===== src/rtl/mem_bus_arbiter.sv =====
// Registered five-state arbiter sharing one memory port between ibus and dbus.
// Optional macro MEM_ARB_RR_EN selects round-robin priority on contention.
package mem_bus_pkg;
    typedef enum logic [2:0] {
        MSIZE1 = 3'd0,
        MSIZE2 = 3'd1,
        MSIZE4 = 3'd2
    } msize_t;

    typedef struct packed {
        logic        valid;
        logic [31:0] addr;
    } ibus_req_t;

    typedef struct packed {
        logic        addr_ok;
        logic        data_ok;
        logic [31:0] data;
    } ibus_resp_t;

    typedef struct packed {
        logic        valid;
        logic [31:0] addr;
        msize_t      size;
        logic [3:0]  strobe;
        logic [31:0] data;
    } dbus_req_t;

    typedef struct packed {
        logic        addr_ok;
        logic        data_ok;
        logic [31:0] data;
    } dbus_resp_t;
endpackage

module mem_bus_arbiter
    import mem_bus_pkg::*;
(
    input  logic       clk,
    input  logic       reset,
    input  ibus_req_t  ireq,
    output ibus_resp_t iresp,
    input  dbus_req_t  dreq,
    output dbus_resp_t dresp,
    output dbus_req_t  mreq,
    input  dbus_resp_t mresp,
    output logic       busy,
    output logic [1:0] owner
);

    typedef enum logic [2:0] {
        S_IDLE,
        S_I_ADDR,
        S_I_DATA,
        S_D_ADDR,
        S_D_DATA
    } state_t;

    state_t     state_q;
    logic [1:0] owner_q;
    logic       busy_q;
    logic       dbus_first;
    logic       addr_ph;
    logic       data_ph;
    dbus_resp_t rsp;

`ifdef MEM_ARB_RR_EN
    // 0 = ibus granted last, 1 = dbus granted last
    logic last_grant_q;

    assign dbus_first = dreq.valid
                      & (~ireq.valid | ~last_grant_q);
`else
    assign dbus_first = dreq.valid;
`endif

    always_ff @(posedge clk) begin
        if (reset) begin
            state_q <= S_IDLE;
            owner_q <= 2'b00;
            busy_q  <= 1'b0;
`ifdef MEM_ARB_RR_EN
            last_grant_q <= 1'b0;
`endif
        end else begin
            unique case (state_q)
                S_IDLE: begin
                    if (dbus_first) begin
                        state_q <= S_D_ADDR;
                        owner_q <= 2'b10;
                        busy_q  <= 1'b1;
`ifdef MEM_ARB_RR_EN
                        last_grant_q <= 1'b1;
`endif
                    end else if (ireq.valid) begin
                        state_q <= S_I_ADDR;
                        owner_q <= 2'b01;
                        busy_q  <= 1'b1;
`ifdef MEM_ARB_RR_EN
                        last_grant_q <= 1'b0;
`endif
                    end
                end
                S_I_ADDR, S_D_ADDR: begin
                    if (mresp.addr_ok) begin
                        if (mresp.data_ok) begin
                            state_q <= S_IDLE;
                            owner_q <= 2'b00;
                            busy_q  <= 1'b0;
                        end else if (state_q == S_I_ADDR) begin
                            state_q <= S_I_DATA;
                        end else begin
                            state_q <= S_D_DATA;
                        end
                    end
                end
                S_I_DATA, S_D_DATA: begin
                    if (mresp.data_ok) begin
                        state_q <= S_IDLE;
                        owner_q <= 2'b00;
                        busy_q  <= 1'b0;
                    end
                end
                default: begin
                    state_q <= S_IDLE;
                    owner_q <= 2'b00;
                    busy_q  <= 1'b0;
                end
            endcase
        end
    end

    assign addr_ph = (state_q == S_I_ADDR)
                   | (state_q == S_D_ADDR);
    assign data_ph = (state_q == S_I_DATA)
                   | (state_q == S_D_DATA);

    // data_ok in the address phase only counts alongside addr_ok
    always_comb begin
        rsp = '0;
        if (addr_ph) begin
            rsp.addr_ok = mresp.addr_ok;
            rsp.data_ok = mresp.addr_ok & mresp.data_ok;
        end else if (data_ph) begin
            rsp.data_ok = mresp.data_ok;
        end
        rsp.data = rsp.data_ok ? mresp.data : 32'h0;
    end

    always_comb begin
        mreq  = '0;
        iresp = '0;
        dresp = '0;
        if (!reset) begin
            case (state_q)
                S_I_ADDR: begin
                    mreq.valid = ireq.valid;
                    mreq.addr  = ireq.addr;
                    mreq.size  = MSIZE4;
                    iresp      = ibus_resp_t'(rsp);
                end
                S_I_DATA: iresp = ibus_resp_t'(rsp);
                S_D_ADDR: begin
                    mreq  = dreq;
                    dresp = rsp;
                end
                S_D_DATA: dresp = rsp;
                default: ;
            endcase
        end
    end

    assign owner = owner_q;
    assign busy  = busy_q;

endmodule


===== config.mk =====
export PLATFORM = sky130hd
export DESIGN_NAME = mem_bus_arbiter
export DESIGN_NICKNAME = d
export VERILOG_FILES = /design/src/rtl/mem_bus_arbiter.sv
export SDC_FILE = /design/constraint.sdc
export NUM_CORES = 1
export LEC_CHECK = 0
export CORE_AREA = 3 3 111 113
export DETAILED_ROUTE_END_ITERATION = 7
export DIE_AREA = 0 0 114 116
export GPL_ROUTABILITY_DRIVEN = 0
export PLACE_DENSITY_LB_ADDON = 0.12
export SYNTH_ARGS = -nofsm -noshare
export SYNTH_HDL_FRONTEND = slang
export SYNTH_SLANG_ARGS = --single-unit

===== constraint.sdc =====
create_clock -name clk -period 2.06 [get_ports clk]
set_input_delay 0.412 -clock clk [delete_from_list [all_inputs] [get_ports clk]]
set_output_delay 0.412 -clock clk [all_outputs]
set_load 0.05 [all_outputs]

Word level (Yosys, flattened, before mapping)
Index checks and enable logic that the tools add are counted.
{ "word_totals": {"reg_bits": 6, "inputBits": 141} }
{ "classes": {"eq_ne": 7, "muxes": 28, "n_bitwise": 3, "reduce_logical": 7} }
{ "ops": {"columns": ["op", "count"], "rows": [
  ["34-bit two-way mux", 4],
  ["72-bit two-way mux", 1],
  ["36-bit one-hot mux with 2 select lines", 1],
  ["36-bit two-way mux", 1],
  ["32-bit two-way mux", 1],
  ["3-bit two-way mux", 6],
  ["3-bit one-hot mux with 3 select lines", 1],
  ["2-bit two-way mux", 4],
  ["2-bit OR reduction", 4],
  ["1-bit two-way mux", 7],
  ["3-bit by 2-bit == test with 1-bit output (second input constant)", 2],
  ["2-bit one-hot mux with 3 select lines", 1],
  ["2-bit inequality test (second input constant)", 2],
  ["3-bit by 1-bit == test with 1-bit output (second input constant)", 1],
  ["3-bit == test (second input constant)", 1],
  ["3-bit zero test", 1],
  ["3-bit inequality test (second input constant)", 1],
  ["1-bit one-hot mux with 3 select lines", 1],
  ["3-bit AND reduction", 1],
  ["1-bit OR", 2],
  ["2-bit AND reduction", 1],
  ["1-bit bitwise AND", 1]
]} }

Logic depth before layout (Yosys ltp)
Gate-level depths: netlist (run 1).
{ "logic_depth": {"depth_word": 7, "mapped_depth": 6} }

Worst setup path after synthesis (run 1)
OpenSTA, ideal clock, no wires.
{ "synth_timing": {"path_type": "flip-flop to output port", "from": "reg state_q[0]", "to": "out mreq[41] (netlist name)", "t_arrival_ps": 1748, "required_ps": 1648, "slack_ps": -100, "stages_incl_launch_ff": 7, "n_path_buf": 3, "cell_sequence": "dfxtp_1 -> buf_4 -> nand2b_1 -> or2_1 -> clkbuf_1 -> buf_2 -> nor2_1"} }
{ "synth_lines": {"columns": ["item", "line", "rtl"], "rows": [
  ["from (decl)", "59", "state_t state_q;"],
  ["from (signal assigned)", "79", "state_q <= S_IDLE;"],
  ["from (signal assigned)", "89", "state_q <= S_D_ADDR;"],
  ["from (signal assigned)", "96", "state_q <= S_I_ADDR;"],
  ["to (decl)", "45", "output dbus_req_t mreq,"]
]} }

==> results of run 1 <==
==> worst reg2reg max path, stage by stage (launching register included) <==
cell and delay, ns:
dfxtp_4 0.38, buf_4 0.16, nor4_2 0.35, o21bai_1 0.19, a32o_1 0.27
==> metal layers <==
metal	routed length, um	part of all wire	track usage	vias up
li1	-	-	-	1407
met1	3560	0.34	0.143	1272
met2	5630	0.54	0.263	190
met3	1230	0.12	0.0470	6
met4	70	0.0067	0.0269	0
met5	0	0	0	-
==> cells in the final DEF (no fill, tap or decap), types with 4 or more instances in the layout <==
| master | Yosys | routed |
|---|---|---|
| o2111ai_1 | 4 | 4 |
| inv_1 | 5 | 5 |
| buf_6 | 4 | 19 |
| and2_2 | 0 | 9 |
| nand2b_4 | 0 | 4 |
| dfxtp_1 | 6 | 4 |
| and2_4 | 0 | 58 |
| buf_12 | 0 | 114 |
| clkdlybuf4s50_1 | 0 | 137 |
| buf_4 | 1 | 34 |
| and2_1 | 102 | 35 |
| nor2_1 | 36 | 35 |
| a22oi_1 | 33 | 33 |
| clkbuf_16 | 0 | 5 |
==> logic make-up after synthesis <==
kind of cell,Yosys count
DFF,6
AOI/OAI and AO/OA,49
muxes,2
and+or+nand+nor,160
buffers and inverters,29
==> report_power, final <==
part,switching (mW),internal [mW],total (mW)
Clock,0.0681,0.249,0.318
Sequential,0.0370,0.142,0.179
Combinational,0.720,0.789,1.51
==> timing repair <==
item                       CTS  global route
hold buffers                 0             0
setup buffers                2             4
gates cloned                 1             4
gates resized for setup     49            47
pin swaps                    2             4
setup endpoints to repair  139           132
==> layout make-up <==
type,count,area [um^2]
Timing Repair Buffer,310,4220
Clock buffer,3,75.1
Fill cell,1002,5240
Inverter,5,18.8
Sequential cell,6,128
Tap cell,143,179
Multi-Input combinational cell,211,1560
==> per-stage QoR <==
stage	hold slack [ns]	worst slack [ns]
2_1_floorplan	0.484	-0.0997
5_1_grt	0.541	-0.0561
4_1_cts	0.516	0.00121
6_report	0.511	0.0320
3_3_place_gp	0.507	-0.270
3_5_place_dp	0.508	-0.285
==> flip-flops by register name, summed over array words and instances (netlist names) <==
signal and flops:
state_q 3, busy 1, owner 2
==> worst max path at each step <==
| stage | end | slack [ns] | depth (start not counted) | from |
|---|---|---|---|---|
| global placement | dresp[11] | -0.27 | 6 | mresp[33] |
| detailed placement | dresp[17] | -0.28 | 6 | mresp[33] |
| global route | mreq[58] | -0.06 | 6 | state_q[2] |
| CTS | dresp[27] | 0.001 | 6 | mresp[33] |
| floorplan | mreq[41] | -0.1 | 6 | state_q[0] |
| finish | iresp[18] | 0.03 | 7 | state_q[1] |
==> impl_metrics.yaml, run 1 <==
die:
  die_width_um: 114
  design.die.area_um2: 13200
  design.core.area_um2: 11400
  die_height_um: 116
  ios: 284
  floorplan.initialDensity: 0.143
  fp-row-count: 39
flow_run:
  maxCapViolCount: 0
routing:
  routed_wire_length_per_instance_um: 15.5
  drc_errors: 0
  detail_route.first_pass.iterations: 4
  vias: 2875
  route.detailed.vias_per_inst: 4.24
  first_iter_violations: 122
  drtAntennaViolNets: 0
  drt_wl_total_um: 10500
placed_design:
  cells_after_dpl: 664
  place_area_um2: 5700
  buffer_ports.inserted: 283
  place_hpwl_um: 8520
cts:
  worst_setup_hold_path_clk_slew_ns: 0.04
  numCtsBuffers: 3
  cts_tree: "done"
  tritoncts_num_sinks: 6
  clockRootBuffer: "clkbuf_16"
  ctsHtreeMaxLevel: 1
  ctsLongestPathBuffers: 2
  clock_insertion_delay_worst_skew_ns: 0.23
sta:
  finalWorstPathRequiredPeriod_ns: 2.03
  clock-skew-final_ns: 0.00139
  clock.fmax_mhz: 493
  timing.slew.headroom: 0.744
  slew_viol_final: 0
  setup_violation_total_in_the_final_timing_report: 0
  grt_setup_unrepaired: "true"
  hold_viol: 0
  min_period_over_period: 0.984
  setup-tns-final_ns: 0
  max_slew.worst_pin.slew_ns: 0.381
grt:
  grt_first_pass_wirelength_um: 14700
  grt_pass1_vias: 2870
  globalRoute.totalOverflow: 0
  grt_antenna_before_repair: 0
  grt_start_max_net_pins: 39
  grt_util_all_layers: 0.136
yosys:
  synth_sequential_area_ratio: 0.0735
  synthAdderAreaFrac: 0
  synth.avg_cell_area_um2: 6.65
  post_synth_mux_area_share: 0.0122
  simple_gate_area_share_of_the_yosys_netlist: 0.581
  synthesis.yosys.warnings: 0
  synth_cells: 246
  synth_top_cell_area_share: 0.390
  post_synth_xor_xnor_area: 0
  synth_enable_flop_cells: 0
  ys_dominant_reg_cell: "dfxtp_1"
  netlist-cell-type-count: 34
  synth_area_leaders: "and2_1, a22oi_1, nor2_1, dfxtp_1, buf_2"
  synthesis.nets: 387
  netlist_area_um2: 1640
  synth.largest_area_cell: "and2_1"
  synth_top_family_by_area: "simple AND/OR/NAND/NOR gates"
  yosysMostFrequentCell: "and2_1"
  fraction_of_synthesis_flops_using_an_asynchronous_set_or_reset_pin: 0
  compound_gate_fraction_of_synth_area: 0.233
  ys_top_cells_by_count: "and2_1, nor2_1, a22oi_1, buf_2, dfxtp_1"
  yosys_register_bits: 6
critical_path:
  critical-path-max-stage-delay_ns: 0.39
  data_arrival_at_the_endpoint_of_the_critical_path_ns: 1.62
  r2r_start: "state_q[0]"
  timing.setup.critical_path_class: "flip-flop to output pin"
  cp-end-kind: "output pin"
  path_max_fanout: 8
  r2r_slack_ns: 0.59
  worst_r2r_path_depth: 4
  critical_path.n_buffers_inverters: 4
  critical-path-top-cell-by-count: "buf_6"
  setup.worst_path.start_class: "flip-flop"
  cp_top_family: "buffers and inverters"
  cp_cell_sequence: "buf_6 > nand2b_4 > a211oi_4 > buf_6 > clkbuf_16 > and2_4 > buf_12"
  r2r_end: "state_q[1]"
  critPathRequiredTime_ns: 1.65
  timing.critical_path.slowest_stage_cell: "dfxtp_4"
power:
  power.ir.vdd_worst_mv: 0.191
  power-per-cell-area_nw_per_um2: 324
  leakagePower_nw: 2.52
  power.total_mw: 2.01
worst_hold_path:
  worst_hold_startpoint: "owner[1]"
  min_path_cells: 2
  min_path_type: "flip-flop to flip-flop"
  min_to: "owner[1]"
status:
  status: "completed"
layout:
  layout.cells.non_filler: 678
  syn_to_final_growth_pct: 278
  fin_util: 0.542
  antenna_cells_inserted: 0
  design_area_um2: 6180
  fin_nets: 678
  post_route_cells_drive_above_1_share: 0.479
(Power assumes the default switching activity.)
==> run 2, diff against run 1 <==
==> constraint.sdc (replaced) <==
create_clock -name clk -period 2.06 [get_ports clk]
set_input_delay 0.515 -clock clk [delete_from_list [all_inputs] [get_ports clk]]
set_output_delay 0.515 -clock clk [all_outputs]
set_load 0.05 [all_outputs]
==> run 2 against run 1 <==
The flow now finishes with violations (setup timing); combinational power increased by 34%; largest power group unchanged; routed wire length rose by 24%; critical path depth unchanged; die area unchanged; critical endpoint is now mreq[70]; sequential cell count unchanged.
==> impl_metrics.yaml, run 2 (same netlist as run 1, synthesis figures left out) <==
status:
  status: "finished, violations left"
  failed_checks: "setup timing"
cts:
  numCtsBuffers: 3
  cts-hold-fix-buffers: 0
  tritoncts_num_sinks: 6
  ctsHtreeMaxLevel: 1
  worst_setup_hold_path_clk_slew_ns: 0.04
  clockRootBuffer: "clkbuf_16"
  ctsLongestPathBuffers: 2
  clock_insertion_delay_worst_skew_ns: 0.23
  cts_tree: "done"
grt:
  globalRoute.totalOverflow: 0
  grt_first_pass_wirelength_um: 18000
  grt_antenna_before_repair: 0
  grt_util_all_layers: 0.173
  grt_pass1_vias: 3309
  grt_start_max_net_pins: 24
layout:
  flip_flop_count_of_the_largest_register_all_copies_and_words_added: 3
  antenna_cells_inserted: 0
  area.sequential_um2: 131
  fin_util: 0.647
  multi_input_area_um2: 2010
  mostFrequentLayoutCells: "buf_12, clkdlybuf4s50_1, and2_4, nor2_4, buf_4"
  biggest_register: "state_q"
  post_route_cells_drive_above_1_share: 0.673
  syn_to_final_growth_pct: 352
  layout_commonest_cell: "buf_12"
  fin_nets: 708
  final.fill_count: 891
  design_area_um2: 7390
  layout.cells.non_filler: 708
placed_design:
  place_hpwl_um: 9540
  buffer_ports.inserted: 283
  dp_slack_ns: -0.490
  place_area_um2: 6370
  cells_after_dpl: 670
sta:
  min_period_over_period: 1.05
  setup_violation_total_in_the_final_timing_report: 119
  finalWorstPathRequiredPeriod_ns: 2.17
  slew_viol_final: 0
  max_slew.worst_pin.slew_ns: 0.394
  hold_viol: 0
  timing.slew.headroom: 0.736
  grt_setup_unrepaired: "true"
  clock.fmax_mhz: 460
  clock-skew-final_ns: 0.00155
  finalWorstSetupSlack_ns: -0.112
routing:
  drtAntennaViolNets: 0
  first_iter_violations: 74
  drt_wl_total_um: 13000
  detail_route.first_pass.iterations: 4
  drc_errors: 0
  vias: 3113
  route.detailed.vias_per_inst: 4.40
  routed_wire_length_per_instance_um: 18.3
critical_path:
  data_arrival_at_the_endpoint_of_the_critical_path_ns: 1.66
  cp-end-kind: "output pin"
  timing.critical_path.slowest_stage_cell: "dfxtp_4"
  critPathRequiredTime_ns: 1.54
  critical-path-max-stage-delay_ns: 0.37
  critical_path.n_buffers_inverters: 4
  critical-path-top-cell-by-count: "buf_6"
  cp_cell_sequence: "buf_6 > nor3b_4 > buf_6 > buf_8 > a22oi_2 > nor2_4 > buf_12"
  setup.worst_path.start_class: "flip-flop"
  path_max_fanout: 8
  timing.setup.critical_path_class: "flip-flop to output pin"
  cp_top_family: "buffers and inverters"
power:
  power.ir.vdd_worst_mv: 0.238
  power-per-cell-area_nw_per_um2: 342
  leakagePower_nw: 2.90
die:
  die_height_um: 116
  design.die.area_um2: 13200
  ios: 284
  design.core.area_um2: 11400
  fp-row-count: 39
  floorplan.initialDensity: 0.143
  die_width_um: 114
worst_hold_path:
  min_path_type: "flip-flop to flip-flop"
flow_run:
  maxCapViolCount: 0
[run 2: worst min-delay path, stage by stage, from the launching register on]
cell      delay (ns)
dfxtp_1         0.32
nand2_1         0.07
o211ai_1        0.10
[run 2: final timing paths]
kind              start         end  slack, ns  cells after the start
max          state_q[1]    mreq[70]      -0.11                      7
min            owner[1]    owner[1]       0.55                      2
min reg2reg    owner[1]    owner[1]       0.55                      2
max reg2reg  state_q[0]  state_q[1]       0.48                      5
[run 2: cell type report]
type / instances / share of cell area
Clock buffer: 3 / 0.0102
Inverter: 5 / 0.00254
Tap cell: 143 / 0.0242
Sequential cell: 6 / 0.0178
Multi-Input combinational cell: 211 / 0.272
Timing Repair Buffer: 340 / 0.674
[run 2: what timing repair did]
item / 4_1_cts / 5_1_grt
gates cloned: 11 / 5
pin swaps: 39 / 53
setup buffers: 11 / 8
setup endpoints to repair: 140 / 139
resized for setup: 150 / 30
[run 2: power breakdown]
part	switching, mW	total (mW)	internal, mW
Clock	0.0766	0.327	0.250
Sequential	0.0356	0.176	0.141
Combinational	0.942	2.02	1.08
[run 2: per-stage QoR]
step | power (mW) | TNS, ns | hold WS, ns
final | 2.52 | -6.90 | 0.552
after global routing | 2.62 | -12.38 | 0.592
after global placement | 1.76 | -54.19 | 0.513
after CTS | 2.35 | -6.81 | 0.558
after floorplan | 0.970 | -0.777 | 0.587
after detailed placement | 1.78 | -56.56 | 0.551
[run 2: routing by layer]
layer	wire (um)	up-vias	GRT usage
li1	-	1482	-
met1	4180	1475	0.170
met2	7780	147	0.367
met3	877	9	0.0386
met4	126	0	0.0261
met5	0	-	0
==> run 3, diff against run 2 <==
ABC_AREA = 1   (was default)
CORE_AREA = 3 3 110 112   (was 3 3 111 113)
DIE_AREA = 0 0 113 115   (was 0 0 114 116)
SLEW_MARGIN = 20   (was default)
==> run 3 against run 2 <==
The flow still finishes with violations (setup timing); sequential cell count is the same; fmax shrank 8.2%; power grew 110%; clock skew grew 0.00057 ns; worst hold slack lost 0.035 ns; critical path depth grew 3; first-iteration DRC count grew 73%; die area shrank 1.7%.
==> impl_metrics.yaml, run 3 <==
routing:
  drt_wl_total_um: 15100
  vias: 3804
  first_iter_violations: 128
  drc_errors: 0
  drtAntennaViolNets: 0
  routed_wire_length_per_instance_um: 17.7
  route.detailed.vias_per_inst: 4.47
  detail_route.first_pass.iterations: 4
critical_path:
  cp-end-kind: "output pin"
  critical-path-max-stage-delay_ns: 0.36
  path_max_fanout: 6
  critical_path.n_buffers_inverters: 3
  setup.worst_path.start_class: "flip-flop"
  r2r_start: "state_q[0]"
  timing.setup.critical_path_class: "flip-flop to output pin"
  timing.critical_path.slowest_stage_cell: "dfxtp_4"
  r2r_end: "state_q[2]"
  critPathRequiredTime_ns: 1.54
  worst_r2r_path_depth: 13
  cp_cell_sequence: "o21ai_4 > nand2_2 > nand2_4 > nand3_4 > buf_6 > nor2_4 > nand2_4 > clkbuf_16 > nor2_4 > buf_12"
  data_arrival_at_the_endpoint_of_the_critical_path_ns: 1.85
  r2r_slack_ns: 0.45
  cp_top_family: "simple AND/OR/NAND/NOR gates"
power:
  leakagePower_nw: 3.10
  power.ir.vdd_worst_mv: 0.390
  power.total_mw: 5.19
  power-per-cell-area_nw_per_um2: 631
yosys:
  ys_top_cells_by_count: "nor2_1, nand2_1, inv_1, nand3_1, a21oi_1"
  synthAdderAreaFrac: 0
  compound_gate_fraction_of_synth_area: 0.112
  synth_enable_flop_cells: 0
  synth.avg_cell_area_um2: 4.52
  netlist_area_um2: 1710
  yosysMostFrequentCell: "nor2_1"
  synth.largest_area_cell: "nor2_1"
  synth_area_leaders: "nor2_1, nand2_1, nand3_1, inv_1, a21oi_1"
  netlist-cell-type-count: 19
  ys_dominant_reg_cell: "dfxtp_1"
  synth_top_family_by_area: "simple AND/OR/NAND/NOR gates"
  synthesis.nets: 520
  yosys_register_bits: 6
  synth_top_cell_area_share: 0.259
  simple_gate_area_share_of_the_yosys_netlist: 0.603
  fraction_of_synthesis_flops_using_an_asynchronous_set_or_reset_pin: 0
  post_synth_mux_area_share: 0
  post_synth_xor_xnor_area: 0
  synth_sequential_area_ratio: 0.0701
  synthesis.yosys.warnings: 0
  synth_cells: 379
placed_design:
  cells_after_dpl: 804
  place_area_um2: 6430
  place_hpwl_um: 10200
  dp_slack_ns: -0.410
  buffer_ports.inserted: 283
layout:
  fin_nets: 850
  mostFrequentLayoutCells: "clkdlybuf4s50_1, buf_12, nor2_4, nand2_1, inv_1"
  layout.cells.non_filler: 851
  layout_commonest_cell: "clkdlybuf4s50_1"
  area.sequential_um2: 129
  syn_to_final_growth_pct: 381
  design_area_um2: 8230
  flip_flop_count_of_the_largest_register_all_copies_and_words_added: 3
  biggest_register: "state_q"
  final.fill_count: 749
  multi_input_area_um2: 2530
  post_route_cells_drive_above_1_share: 0.581
cts:
  ctsLongestPathBuffers: 2
  tritoncts_num_sinks: 6
  clock_insertion_delay_worst_skew_ns: 0.23
  numCtsBuffers: 3
  cts_tree: "done"
  cts-hold-fix-buffers: 0
  ctsHtreeMaxLevel: 1
  worst_setup_hold_path_clk_slew_ns: 0.03
  clockRootBuffer: "clkbuf_16"
sta:
  clock.fmax_mhz: 423
  grt_setup_unrepaired: "true"
  finalWorstPathRequiredPeriod_ns: 2.37
  max_slew.worst_pin.slew_ns: 0.507
  slew_viol_final: 0
  clock-skew-final_ns: 0.00212
  setup_violation_total_in_the_final_timing_report: 140
  final.hold.worst_slack_ns: 0.517
  min_period_over_period: 1.15
  timing.slew.headroom: 0.661
  hold_viol: 0
  finalWorstSetupSlack_ns: -0.307
die:
  ios: 284
  fp-row-count: 39
  floorplan.initialDensity: 0.151
  design.die.area_um2: 13000
  die_width_um: 113
  design.core.area_um2: 11300
  die_height_um: 115
grt:
  grt_util_all_layers: 0.208
  grt_start_max_net_pins: 36
  grt_antenna_before_repair: 1
  globalRoute.totalOverflow: 0
  grt_pass1_vias: 3866
  grt_first_pass_wirelength_um: 21500
worst_hold_path:
  min_to: "owner[1]"
  min_path_type: "flip-flop to flip-flop"
  worst_hold_startpoint: "owner[1]"
  min_path_cells: 4
status:
  status: "finished, violations left"
  failed_checks: "setup timing"
flow_run:
  maxCapViolCount: 0
## run 3: logic make-up (layout without fill, tap and decap cells)
kind of cell	count (synthesis)	after routing
AO/OA/AOI/OAI	38	38
other	0	1
buffers and inverters	78	406
AND/OR/NAND/NOR	257	257
flip-flops	6	6
## run 3: area by class of cell
class,count,share of cell area
Timing Repair Buffer,354,0.622
Multi-Input combinational cell,295,0.307
Inverter,49,0.0242
Tap cell,143,0.0217
Sequential cell,6,0.0157
Clock buffer,3,0.00912
Antenna cell,1,0.000304
## run 3: how the worst max path moves through the flow
stage / endpoint / cells after the start / slack (ns) / startpoint
global route: dresp[4] / 10 / -0.38 / state_q[0]
floorplan: mreq[40] / 9 / -0.30 / state_q[0]
detailed placement: dresp[0] / 9 / -0.41 / mresp[33]
finish: dresp[4] / 10 / -0.31 / state_q[0]
CTS: iresp[25] / 10 / -0.28 / state_q[0]
global placement: dresp[8] / 9 / -0.38 / mresp[33]
## run 3: metal layers
metal | vias to the layer above | wire length, um | track usage
met5 | - | 0 | 0
met4 | 0 | 428 | 0.0609
met3 | 26 | 1270 | 0.0526
met2 | 201 | 8440 | 0.401
met1 | 1763 | 4950 | 0.221
li1 | 1814 | - | -
## run 3: worst min-delay path, delay by kind of cell (launching register included)
kind,cells,cell delay (ns)
flops,1,0.30
simple gates,3,0.12
buf+inv,1,0.05
## run 3: stage by stage
stage | util | setup TNS (ns)
2_1_floorplan | - | -9.53
3_3_place_gp | 0.568 | -46.09
3_5_place_dp | 0.568 | -46.53
4_1_cts | 0.695 | -25.91
5_1_grt | 0.727 | -40.37
6_report | 0.727 | -29.00
## run 3: power by group
part	switching [mW]	internal (mW)
Clock	0.0619	0.249
Combinational	2.47	2.17
Sequential	0.0667	0.179
## run 3: repair_timing
item | CTS | global route
resized for setup | 194 | 42
hold endpoints to repair | 0 | 0
setup endpoints to repair | 140 | 140
gates cloned | 14 | 3
buffers inserted | 19 | 8
pin swaps | 32 | 22
